===== config.mk =====
export PLATFORM = sky130hd
export DESIGN_NAME = pipeline_if
export DESIGN_NICKNAME = d
export VERILOG_FILES = /design/src/rtl/pipeline_if_pkg.sv /design/src/rtl/pipeline_if_skid_buf.sv /design/src/rtl/pipeline_if.sv
export SDC_FILE = /design/constraint.sdc
export NUM_CORES = 1
export LEC_CHECK = 0
export ABC_AREA = 1
export BUFFER_PORTS_ARGS = -buffer_cell sky130_fd_sc_hd__buf_2
export CORE_UTILIZATION = 40
export DETAILED_ROUTE_END_ITERATION = 6
export GPL_ROUTABILITY_DRIVEN = 0
export SKIP_CTS_REPAIR_TIMING = 1
export SYNTH_ARGS = -nofsm -noshare
export SYNTH_HDL_FRONTEND = slang
export SYNTH_SLANG_ARGS = --single-unit

===== constraint.sdc =====
create_clock -name clk -period 8.4 [get_ports clk]
set_input_delay 1.68 -clock clk [delete_from_list [all_inputs] [get_ports clk]]
set_output_delay 1.68 -clock clk [all_outputs]
set_load 0.1 [all_outputs]

===== src/rtl/pipeline_if_pkg.sv =====
// Shared types and constants for the RV32 instruction-fetch stage.
package pipeline_if_pkg;

    localparam int IF_STATE_WIDTH = 2;

    typedef enum logic [IF_STATE_WIDTH-1:0] {
        IF_IDLE = 2'd0,
        IF_REQ  = 2'd1,
        IF_WAIT = 2'd2,
        IF_HOLD = 2'd3
    } if_state_e;

    localparam logic [31:0] INST_NOP         = 32'h0000_0013;
    localparam logic [31:0] RESET_PC_DEFAULT = 32'h0000_0000;

    function automatic logic [31:0] word_align(input logic [31:0] addr);
        return {addr[31:2], 2'b00};
    endfunction

endpackage


===== src/rtl/pipeline_if_skid_buf.sv =====
// One-entry {data, pc} buffer that catches a fetched instruction while decode stalls.
module if_skid_buf
    import pipeline_if_pkg::*;
(
    input  logic        clk,
    input  logic        rst,
    input  logic        load,
    input  logic        drain,
    input  logic        flush,
    input  logic [31:0] load_data,
    input  logic [31:0] load_pc,
    output logic [31:0] data,
    output logic [31:0] pc,
    output logic        valid
);

    logic [31:0] data_r;
    logic [31:0] pc_r;
    logic        valid_r;

    // Entry storage; flush wins over load so a redirect never leaves stale state
    always_ff @(posedge clk or posedge rst) begin
        if (rst) begin
            data_r  <= INST_NOP;
            pc_r    <= 32'h0000_0000;
            valid_r <= 1'b0;
        end else if (flush) begin
            valid_r <= 1'b0;
        end else if (load) begin
            data_r  <= load_data;
            pc_r    <= load_pc;
            valid_r <= 1'b1;
        end else if (drain) begin
            valid_r <= 1'b0;
        end else begin
            valid_r <= valid_r;
        end
    end

    assign data  = data_r;
    assign pc    = pc_r;
    assign valid = valid_r;

endmodule


===== src/rtl/pipeline_if.sv =====
// Instruction-fetch stage: owns the PC, fetches one word at a time from imem and
// hands {inst, pc} to decode; later stages may redirect and flush it.
module pipeline_if
    import pipeline_if_pkg::*;
#(
    parameter logic [31:0] RESET_PC = RESET_PC_DEFAULT
) (
    input  logic        clk,
    input  logic        rst,
    output logic        imem_req_valid,
    output logic [31:0] imem_req_addr,
    input  logic        imem_req_ready,
    input  logic        imem_resp_valid,
    input  logic [31:0] imem_resp_data,
    input  logic        redirect_valid,
    input  logic [31:0] redirect_pc,
    output logic [31:0] inst,
    output logic [31:0] inst_pc,
    output logic        inst_valid,
    input  logic        id_ready
);

    if_state_e   state_r;
    if_state_e   state_s;
    logic [31:0] pc_r;
    logic [31:0] pc_s;
    logic [31:0] pending_pc_r;
    logic        discard_r;
    logic        discard_s;
    logic        pending_load_s;
    logic        out_load_s;
    logic        skid_load_s;
    logic        skid_drain_s;
    logic        flush_s;
    logic [31:0] inst_r;
    logic [31:0] inst_pc_r;
    logic        inst_valid_r;
    logic [31:0] skid_data_s;
    logic [31:0] skid_pc_s;
    logic        skid_valid_s;

    // A redirect is ignored in IDLE, where nothing is in flight yet
    assign flush_s = redirect_valid && (state_r != IF_IDLE);

    // FSM state register
    always_ff @(posedge clk or posedge rst) begin
        if (rst) begin
            state_r <= IF_IDLE;
        end else begin
            state_r <= state_s;
        end
    end

    // Next state, PC, discard and slot control
    always_comb begin
        state_s        = state_r;
        pc_s           = pc_r;
        discard_s      = discard_r;
        pending_load_s = 1'b0;
        out_load_s     = 1'b0;
        skid_load_s    = 1'b0;
        skid_drain_s   = 1'b0;
        if (state_r == IF_IDLE) begin
            state_s = IF_REQ;
        end else if (redirect_valid) begin
            pc_s = word_align(redirect_pc);
            case (state_r)
                IF_REQ: begin
                    if (imem_req_ready) begin
                        state_s   = IF_WAIT;
                        discard_s = 1'b1;
                    end else begin
                        state_s = IF_REQ;
                    end
                end
                IF_WAIT: begin
                    if (imem_resp_valid) begin
                        state_s   = IF_REQ;
                        discard_s = 1'b0;
                    end else begin
                        state_s   = IF_WAIT;
                        discard_s = 1'b1;
                    end
                end
                IF_HOLD: state_s = IF_REQ;
                default: state_s = IF_REQ;
            endcase
        end else begin
            case (state_r)
                IF_REQ: begin
                    if (imem_req_ready) begin
                        pending_load_s = 1'b1;
                        state_s        = IF_WAIT;
                    end else begin
                        state_s = IF_REQ;
                    end
                end
                IF_WAIT: begin
                    if (!imem_resp_valid) begin
                        state_s = IF_WAIT;
                    end else if (discard_r) begin
                        discard_s = 1'b0;
                        state_s   = IF_REQ;
                    end else begin
                        pc_s = pending_pc_r + 32'd4;
                        if (!inst_valid_r || id_ready) begin
                            out_load_s = 1'b1;
                            state_s    = IF_REQ;
                        end else begin
                            skid_load_s = 1'b1;
                            state_s     = IF_HOLD;
                        end
                    end
                end
                IF_HOLD: begin
                    if (id_ready) begin
                        skid_drain_s = 1'b1;
                        state_s      = IF_REQ;
                    end else begin
                        state_s = IF_HOLD;
                    end
                end
                default: state_s = IF_IDLE;
            endcase
        end
    end

    // PC, in-flight fetch address and discard flag
    always_ff @(posedge clk or posedge rst) begin
        if (rst) begin
            pc_r         <= RESET_PC;
            pending_pc_r <= RESET_PC;
            discard_r    <= 1'b0;
        end else begin
            pc_r      <= pc_s;
            discard_r <= discard_s;
            if (pending_load_s) begin
                pending_pc_r <= pc_r;
            end else begin
                pending_pc_r <= pending_pc_r;
            end
        end
    end

    // Output slot toward decode; a fresh response outranks the skid entry
    always_ff @(posedge clk or posedge rst) begin
        if (rst) begin
            inst_r       <= INST_NOP;
            inst_pc_r    <= 32'h0000_0000;
            inst_valid_r <= 1'b0;
        end else if (flush_s) begin
            inst_valid_r <= 1'b0;
        end else if (out_load_s) begin
            inst_r       <= imem_resp_data;
            inst_pc_r    <= pending_pc_r;
            inst_valid_r <= 1'b1;
        end else if (skid_drain_s) begin
            inst_r       <= skid_data_s;
            inst_pc_r    <= skid_pc_s;
            inst_valid_r <= skid_valid_s;
        end else if (inst_valid_r && id_ready) begin
            inst_valid_r <= 1'b0;
        end else begin
            inst_valid_r <= inst_valid_r;
        end
    end

    if_skid_buf u_skid (
        .clk       (clk),
        .rst       (rst),
        .load      (skid_load_s),
        .drain     (skid_drain_s),
        .flush     (flush_s),
        .load_data (imem_resp_data),
        .load_pc   (pending_pc_r),
        .data      (skid_data_s),
        .pc        (skid_pc_s),
        .valid     (skid_valid_s)
    );

    assign imem_req_valid = (state_r == IF_REQ);
    assign imem_req_addr  = pc_r;
    assign inst           = inst_r;
    assign inst_pc        = inst_pc_r;
    assign inst_valid     = inst_valid_r;

endmodule


-- Word level (Yosys, flattened, before mapping)
Cells that the tools add are included.
- register bits after elaboration: 197
- input bits: 70
- output and inout port bits: 98
- add/sub/neg operators: 1
- eq/ne operators: 5
- mux-type cells: 51
- bitwise logic cells: 2
- reductions and logical operators: 16
- operators with widths (operator ; count):
    32-bit two-way mux ; 8
    32-bit by 3-bit adder with 32-bit output, second input constant ; 1
    1-bit two-way mux ; 32
    2-bit two-way mux ; 8
    2-bit nonzero test ; 5
    2-bit case mux with 3 select lines ; 1
    5-bit AND reduction ; 1
    2-bit == test, second input constant ; 2
    2-bit case mux with 2 select lines ; 1
    2-bit AND reduction ; 2
    4-bit AND reduction ; 1
    4-bit nonzero test ; 1
    3-bit inequality test, second input constant ; 1
    3-bit nonzero test ; 1
    2-bit by 1-bit == test with 1-bit output, second input constant ; 1
    1-bit logical AND ; 2
    2-bit zero test ; 1
    2-bit inequality test, second input constant ; 1
    1-bit inverter ; 2
    1-bit case mux with 2 select lines ; 1
    1-bit zero test ; 1
    1-bit logical OR ; 1

-- Logic depth before layout (Yosys ltp)
Gate-level depths: netlist of run 1.
- depth in word-level cells: 10
- mapped depth: 12
- mapped depth without buffers: 10

-- By module
Synthesis of run 1 repeated with hierarchy kept, for this count alone.
- cells, all modules: 1195
- area total of the unflattened synthesis: 9421.5 um^2
- by module, submodules not included (module ; instances ; cells each ; area each (um^2)):
    pipeline_if ; 1 ; 911 ; 6802.8
    if_skid_buf ; 1 ; 284 ; 2618.8

-- Worst setup path before layout of run 1
Ideal clock, no wire load.
- path type: register -> output
- from: reg state_r[1]
- to: out imem_req_valid
- data arrival time: 1.287 ns
- data required time: 6.720 ns
- setup slack: 5.433 ns
- cell stages (with the launch flop): 3
- buffers on the path: 0
- cell sequence: dfrtp_1 -> inv_1 -> ha_1
- word-level cells in the longest chain between the ends: 1
- ends and longest elaborated chain (item ; RTL line ; source):
    start: declaration ; pipeline_if.sv:23 ; if_state_e state_r;
    start signal: assignment ; pipeline_if.sv:50 ; state_r <= state_s;
    2-bit by 1-bit == test with 1-bit output ; pipeline_if.sv:181 ; assign imem_req_valid = (state_r == IF_REQ);
    end: declaration ; pipeline_if.sv:10 ; output logic imem_req_valid,
No other way between the ends.

-- Worst setup path after layout of run 1
- from: in redirect_valid
- to: reg pc_r[6] (netlist: imem_req_addr[6])
- word-level cells in the longest chain between the ends: 2
- ends and longest elaborated chain (item ; RTL line ; source):
    start: declaration ; pipeline_if.sv:15 ; input logic redirect_valid,
    2-bit inequality test (no line) or 2-bit nonzero test (tied branches) ; -- ;
    4-bit AND reduction (no line) ; -- ;
    end signal: assignment ; pipeline_if.sv:135 ; pc_r <= pc_s;
    end: declaration ; pipeline_if.sv:25 ; logic [31:0] pc_r;
Several ways; a longest one is shown, not always the timed one.
A chain may end at the register's enable or synchronous reset.

==> metrics.csv, run 1 <==
stage,metric,value,unit
power,p_clk_frac,0.231,
run,maxCapViolCount,0,
cells_and_area,diodes,0,
die,io_pins,168,
logic_synthesis,ys_seq_area_frac,0.540,
cells_and_area,multi_input_area,3530,um2
cells_and_area,fill_cells,2222,
setup_path,r2r_cells,11,
logic_synthesis,yosys_warnings,0,
power,p_int,1860,uW
die,fp.coreArea,22100,um2
placement,hpwl,14.7,mm
placement,port_buffers,165,
cts,clk_pin_slew,0.08,ns
cells_and_area,register_area,4940,um2
timing,worst_pin_slew,1.06,ns
cells_and_area,drive_above_1_share,0.175,
timing,clock.fmax,0.253,GHz
drt,vias,7638,
setup_path,critical_path.endpoint_type,register,
cts,numCtsBuffers,17,
drt,wl,21.8,mm
cells_and_area,utilization,0.484,
logic_synthesis,netlist_area,9150,um2
power,cellPowerDensity,344,nW/um2
power,leakagePower,0.00526,uW
logic_synthesis,synth.distinct_cells,29,
logic_synthesis,syn-num-nets,1233,
setup_path,max_stage_delay,0.76,ns
cts,cts-root-buf,clkbuf_16,
setup_path,worstSetupPathType,primary input to register,
grt,grt_max_degree,118,
power,seqPwrFrac,0.351,
die,die_y,153,um
grt,track_usage,0.192,
grt,grt_pass1_vias,6873,
cells_and_area,mostFrequentLayoutCells,"nand2_1, dfrtp_1, buf_2",
setup_path,critPathBufInv,3,
setup_path,crit_chain,buf_2 -> inv_2 -> o21ai_0 -> nand2_2 -> inv_2 -> o211ai_1 -> o21ai_0,
power,irDropWorstVdd,0.300,mV
die,initial_utilization,0.414,
drt,viasPerCell,4.83,
die,fp.dieW,153,um
grt,antenna_found_initial,0,
drt,drt-initial-drc-count,599,
logic_synthesis,netlist_instances,1158,
timing,final.period_utilization,0.470,
timing,period_needed,3.95,ns
cts,htree_levels,4,
die,die-area,23500,um2
drt,drc,0,
die,rows,54,
setup_path,path_delay_family,buffers and inverters,
cells_and_area,final_common_cell,nand2_1,
setup_path,cp_slowest_cell,inv_2,
power,power_frac_comb,0.418,
worst_hold_path,min_path_type,register to register,
setup_path,cp.arrival,4.24,ns
power,switchingPower,1830,uW
setup_path,cp.depth,7,
setup_path,cp.required,8.69,ns
logic_synthesis,synth_seq_cells,197,
timing,skew,0.0104,ns
power,swShare,0.496,
logic_synthesis,synth.avg_cell_area,7.90,um2
cts,clock_path_buffers,2,
cells_and_area,instances_no_fill,1581,
timing,rsz0062_at_grt,false,
drt,firstDrtPassIters,5,
timing,maxSlewHeadroom,0.290,
drt,ant_nets,0,
grt,grt_overflow,0,
timing,final-setup-viol-count,0,
cells_and_area,area_growth,17.0,%
cts,clkLatencyLatePin,0.43,ns
cts,cts.sinks,197,
drt,wire_per_inst,13.8,um
timing,finalHoldViolations,0,
cts,cts_tree,done,
timing,whs,0.469,ns
timing,drv_slew,0,
power,finalPower,3680,uW
grt,grt_pass1_wl,35.9,mm
timing,tns,0,ns
setup_path,path_max_fanout,59,
cells_and_area,nets,1363,
placement,dp.cells,1549,
run_status,status,"finished, final reports clean",
setup_path,cp-start-kind,primary input,
worst_hold_path,min_path_cells,2,
[final cells by class]
cell class,instances,share of cell area
clock inverters,15,0.0172
inverters,105,0.0375
multi-input cells,795,0.329
well taps,280,0.0327
flip-flops and latches,197,0.461
clock buffers,17,0.0397
repair buffers,172,0.0821
[state kept, by name (all words and copies together) (netlist names)]
name / cells
u_skid.valid: 1
inst: 32
imem_req_addr: 32
u_skid.pc: 32
inst_valid: 1
pending_pc_r: 32
inst_pc: 32
u_skid.data: 32
state_r: 2
discard_r: 1
[metrics by stage]
step	setup WS [ns]	cell area, um2
final	4.45	10700
after global routing	4.09	10700
after CTS	4.39	10700
after detailed placement	3.94	10100
after global placement	4.01	10100
after floorplan	1.36	9150
[worst paths after layout]
kind / start / endpoint / slack, ns
hold / removal: inst[4] / inst[4] / 0.47
setup / recovery: redirect_valid / imem_req_addr[6] / 4.45
max in group asynchronous: rst / pending_pc_r[10] / 5.46
min in group asynchronous: rst / inst[12] / 1.42
hold reg to reg: inst[4] / inst[4] / 0.47
setup reg to reg: state_r[0] / inst_pc[19] / 5.42
[cells in the mapped netlist, drive strengths merged]
cell    number  area [um2]
a211oi       1        7.51
a21oi       41         209
a22oi        1        7.51
a31oi        1        6.26
and2         1        6.26
buf         35         209
clkbuf      26        97.6
dfrtp      191        4780
dfstp        6         158
ha           5        62.6
inv        105         394
nand2      341        1280
nand3       48         245
nand4        3        18.8
nor2       120         480
o211ai       4        30.0
o21ai      223        1120
o22ai        5        31.3
o31ai        1        7.51
[cells by family (layout without fill, tap and decap cells)]
logic type | count (synthesis) | after routing | share of synthesized area
buf+inv | 166 | 309 | 0.0766
fa+ha+maj | 5 | 5 | 0.00684
flops | 197 | 197 | 0.540
compound gates | 277 | 277 | 0.155
simple gates | 513 | 513 | 0.222
[worst reg2reg max path: stages, from the launching register on]
cell,delay [ns]
dfrtp_1,0.43
inv_1,0.09
ha_1,0.23
nand2_1,0.10
inv_2,0.06
nand3_2,0.08
nor2_4,0.03
buf_4,0.30
nor2_4,0.13
buf_4,0.46
buf_4,0.71
o21ai_1,0.20
[per-layer routing]
metal  share of wire  global-route usage  vias to the layer above
met2            0.43               0.279                      208
li1                -                   -                     3968
met1            0.52               0.293                     3446
met5               0                   0                        -
met3           0.045              0.0303                       16
met4          0.0090              0.0524                        0
[power groups by stage]
stage / clock network (uW) / registers [uW] / logic [uW]
after floorplan: 0 / 2040 / 511
after global placement: 0 / 1300 / 1530
after detailed placement: 0 / 1310 / 1550
after CTS: 871 / 1290 / 1550
after global routing: 910 / 1320 / 1650
final: 850 / 1290 / 1540
Note: power is estimated with default switching activity, not from simulation.
==> run 2: changes to the inputs <==
clock period = 4 ns   (was 8.4 ns; I/O delays follow)
==> metrics.csv, run 2 (synthesis results as in run 1) <==
stage,metric,value,unit
run_status,status,"finished, final reports clean",
drt,vias,7638,
power,finalPower,7580,uW
cells_and_area,final_common_cell,nand2_1,
worst_hold_path,min_path_type,register to register,
drt,wl,21.6,mm
timing,drv_slew,0,
cells_and_area,utilization,0.484,
setup_path,cp.required,4.35,ns
drt,viasPerCell,4.83,
grt,track_usage,0.192,
power,cellPowerDensity,709,nW/um2
setup_path,path_max_fanout,88,
cells_and_area,mostFrequentLayoutCells,"nand2_1, dfrtp_1, buf_2",
placement,port_buffers,165,
setup_path,cp.arrival,3.25,ns
cells_and_area,nets,1365,
cts,clkLatencyLatePin,0.44,ns
grt,grt_overflow,0,
cts,cts-root-buf,clkbuf_16,
timing,final-setup-viol-count,0,
run,maxCapViolCount,0,
cells_and_area,drive_above_1_share,0.176,
cts,cts_tree,done,
grt,grt_pass1_wl,36.1,mm
cts,clock_path_buffers,2,
cts,clk_pin_slew,0.07,ns
die,fp.coreArea,22100,um2
drt,wire_per_inst,13.7,um
setup_path,regToRegStartpoint,state_r[0],
cts,numCtsBuffers,17,
worst_hold_path,min-delay-start,u_skid.data[1],
timing,maxSlewHeadroom,0.244,
drt,drt-initial-drc-count,548,
drt,firstDrtPassIters,5,
cts,htree_levels,4,
timing,final.period_utilization,0.727,
timing,worst_pin_slew,1.13,ns
power,leakagePower,0.00524,uW
timing,skew,0.0138,ns
setup_path,cp-start-kind,register,
drt,drc,0,
timing,tns,0,ns
timing,rsz0062_at_grt,false,
cells_and_area,area_growth,16.8,%
timing,period_needed,2.91,ns
cells_and_area,diodes,0,
drt,ant_nets,0,
die,die_y,153,um
setup_path,worstSetupPathType,register to register,
die,initial_utilization,0.414,
die,fp.dieW,153,um
grt,grt_max_degree,130,
die,die-area,23500,um2
timing,clock.fmax,0.344,GHz
placement,hpwl,14.9,mm
grt,grt_pass1_vias,6948,
timing,whs,0.473,ns
die,io_pins,168,
setup_path,startpoint,state_r[0],
grt,antenna_found_initial,0,
die,rows,54,
setup_path,critical_path.endpoint_type,register,
timing,finalHoldViolations,0,
cts,cts.sinks,197,
power,irDropWorstVdd,0.671,mV
-- run 2: cell count changes in the layout (fill, tap and decap cells not counted), sizes merged --
cell and change:
buf +2, bufinv -2, clkbuf +1, clkinv +1, clkinvlp +3, inv -3
-- run 2: worst max-delay path: stages (launching register included) --
cell and delay (ns):
dfrtp_1 0.42, inv_1 0.08, ha_1 0.24, nand2_1 0.12, inv_2 0.07, nand3_2 0.09, nor2_4 0.05, nor2_4 0.66
buf_4 0.78, nand2_1 0.12, o21ai_1 0.12
-- run 2: report_power, final --
part	switching, uW	total [uW]	internal, uW
sequential	336	2720	2380
combinational	2670	3240	573
clock	803	1620	813
total	3810	7580	3770
-- run 2: per-stage QoR --
stage          setup WS [ns]  std cells  area, um2
2_1_floorplan          0.659       1158       9160
3_3_place_gp           0.816       1551      10100
3_5_place_dp           0.796       1551      10100
4_1_cts                 1.09       1583      10700
5_1_grt                0.801       1583      10700
6_report                1.09       1583      10700
-- run 2: metal layers --
| metal | share of wire | vias to the layer above | GRT usage |
|---|---|---|---|
| met1 | 0.52 | 3451 | 0.293 |
| met2 | 0.42 | 200 | 0.280 |
| met5 | 0 | - | 0 |
| li1 | - | 3972 | - |
| met3 | 0.047 | 15 | 0.0303 |
| met4 | 0.0088 | 0 | 0.0495 |
-- run 2: area by class of cell --
| type | instances | area [um2] |
|---|---|---|
| clock buffer | 18 | 429 |
| inverter | 105 | 398 |
| tap | 280 | 350 |
| multi-input combinational | 795 | 3530 |
| sequential | 197 | 4940 |
| timing repair buffer | 174 | 931 |
| fill | 2218 | 11400 |
| clock inverter | 14 | 116 |
-- run 2: final timing paths --
path / to / slack (ns) / depth (start not counted)
worst max register to register: inst_pc[8] / 1.09 / 10
worst min register to register: u_skid.data[1] / 0.47 / 2
min in group asynchronous: u_skid.data[30] / 0.56 / 2
max in group asynchronous: inst[4] / 2.60 / 3
worst max-delay path: inst_pc[8] / 1.09 / 10
worst min-delay path: u_skid.data[1] / 0.47 / 2
==> run 3: changes to the inputs <==
ABC_AREA = 0   (was 1)
clock period = 2.8 ns   (was 4 ns; I/O delays follow)
==> metrics.csv, run 3 <==
stage,metric,value,unit
cells_and_area,drive_above_1_share,0.356,
cells_and_area,mostFrequentLayoutCells,"dfrtp_1, buf_2, mux2_2",
timing,final-setup-viol-count,0,
die,initial_utilization,0.407,
die,die_y,151,um
grt,grt_pass1_wl,32.0,mm
placement,hpwl,13.2,mm
worst_hold_path,min_path_type,primary input to async pin,
logic_synthesis,synthTopCellsByArea,"dfrtp_1, mux2_2, mux2i_1",
timing,worst_pin_slew,0.716,ns
cts,cts.sinks,197,
setup_path,worstSetupPathType,register to register,
drt,viasPerCell,5.09,
placement,place_area,10100,um2
placement,dp.cells,1190,
timing,finalHoldViolations,0,
cells_and_area,instances_no_fill,1225,
cts,clk_pin_slew,0.08,ns
die,io_pins,168,
cells_and_area,fin_area,10700,um2
logic_synthesis,synth.distinct_cells,42,
setup_path,cp.required,3.11,ns
setup_path,regToRegSetupSlack,0.37,ns
drt,wl,19.8,mm
setup_path,cp_slowest_cell,buf_4,
logic_synthesis,synth_commonest_cells,"dfrtp_1, mux2_2, nor2_1",
setup_path,cp.arrival,2.74,ns
run_status,status,"finished, final reports clean",
logic_synthesis,netlist_area,8860,um2
drt,ant_nets,0,
setup_path,critical_path.endpoint_type,register,
setup_path,crit_chain,inv_1 -> ha_1 -> and3_1 -> nand3_4 -> buf_4 -> mux2_2,
drt,firstDrtPassIters,4,
cts,htree_levels,4,
timing,period_needed,2.43,ns
logic_synthesis,synth_top_area_frac,0.540,
cts,clkLatencyLatePin,0.44,ns
setup_path,path_max_fanout,48,
run,maxCapViolCount,0,
logic_synthesis,synth.largest_area_cell,dfrtp_1,
cts,numCtsBuffers,17,
cells_and_area,utilization,0.492,
drt,vias,6230,
timing,rsz0062_at_grt,false,
timing,whs,0.228,ns
timing,drv_slew,0,
logic_synthesis,synth.avg_cell_area,11.5,um2
die,die-area,22700,um2
drt,wire_per_inst,16.2,um
drt,drt-initial-drc-count,249,
logic_synthesis,syn-num-nets,847,
cells_and_area,area_growth,20.8,%
placement,port_buffers,165,
cells_and_area,final_common_cell,dfrtp_1,
timing,skew,0.0174,ns
logic_synthesis,yosys_warnings,0,
die,rows,54,
cts,cts-root-buf,clkbuf_16,
cells_and_area,nets,1004,
die,fp.coreArea,21800,um2
setup_path,cp-start-kind,register,
die,fp.dieW,151,um
logic_synthesis,ys_seq_area_frac,0.557,
timing,maxSlewHeadroom,0.522,
grt,grt_pass1_vias,6078,
grt,grt_max_degree,67,
logic_synthesis,netlist_instances,772,
logic_synthesis,synth_seq_cells,197,
logic_synthesis,async_flop_share,1.00,
timing,final.period_utilization,0.866,
setup_path,max_stage_delay,0.54,ns
grt,track_usage,0.182,
cts,cts_tree,done,
grt,grt_overflow,0,
logic_synthesis,yosysMostFrequentCell,dfrtp_1,
logic_synthesis,synth-edff-count,0,
logic_synthesis,yosys_most_used_dff,dfrtp_1,
timing,clock.fmax,0.412,GHz
cts,clock_path_buffers,2,
grt,antenna_found_initial,1,
drt,drc,0,
-- run 3: cell count changes after synthesis, moves of 12 or more --
| cell | previous run | this run |
|---|---|---|
| a21oi_1 | 40 | 83 |
| clkbuf_1 | 26 | 13 |
| inv_1 | 101 | 8 |
| mux2_2 | 0 | 94 |
| mux2i_1 | 0 | 65 |
| nand2_1 | 339 | 62 |
| nand3_1 | 47 | 15 |
| nor2_1 | 112 | 85 |
| o21ai_0 | 116 | 23 |
| o21ai_1 | 107 | 0 |
| o221ai_1 | 0 | 13 |
| xnor2_1 | 0 | 12 |
| xor2_1 | 0 | 16 |
-- run 3: cell families after synthesis --
logic type | synth area share
flops | 0.557
xor+xnor | 0.0277
fa+ha+maj | 0.00706
mux | 0.193
simple gates | 0.0993
buf+inv | 0.0314
compound gates | 0.0842
-- run 3: final timing paths --
path,from,to,cells after the start
setup / recovery,state_r[0],u_skid.pc[28],6
hold / removal,rst,inst_pc[3],2
setup reg to reg,state_r[0],u_skid.pc[28],6
hold reg to reg,u_skid.pc[29],u_skid.pc[29],2
max in group asynchronous,rst,u_skid.data[0],3
min in group clk,imem_resp_data[11],u_skid.data[11],2
-- run 3: metrics by stage --
stage	worst slack (ns)	TNS [ns]
finish	0.374	0
global route	0.141	0
CTS	0.366	0
detailed placement	0.378	0
global placement	0.372	0
floorplan	-0.301	-57.58
-- run 3: final cells by class --
| cell class | instances | area (um2) |
|---|---|---|
| sequential | 197 | 4940 |
| tap | 280 | 350 |
| clock inverter | 15 | 163 |
| fill | 2032 | 11100 |
| antenna | 3 | 7.51 |
| clock buffer | 17 | 425 |
| inverter | 9 | 37.5 |
| timing repair buffer | 188 | 1090 |
| multi-input combinational | 516 | 3690 |
-- run 3: metal layers --
metal	routed length [um]	share of wire	up-vias	GRT usage
met5	0	0	-	0
met4	209	0.011	0	0.0495
met3	915	0.046	16	0.0437
met2	8920	0.45	125	0.278
met1	9770	0.49	3066	0.258
li1	-	-	3023	-
-- run 3: critical path: cells and delay by family, from the launching register on --
family / cells / cell delay (ns)
DFF: 1 / 0.51
and+or+nand+nor: 2 / 0.35
muxes: 1 / 0.40
adders and majority gates: 1 / 0.29
buffers and inverters: 2 / 0.71
Power of run 3 is not shown: default switching activity piles up to over one toggle a cycle in this logic, so the estimate is an artifact.
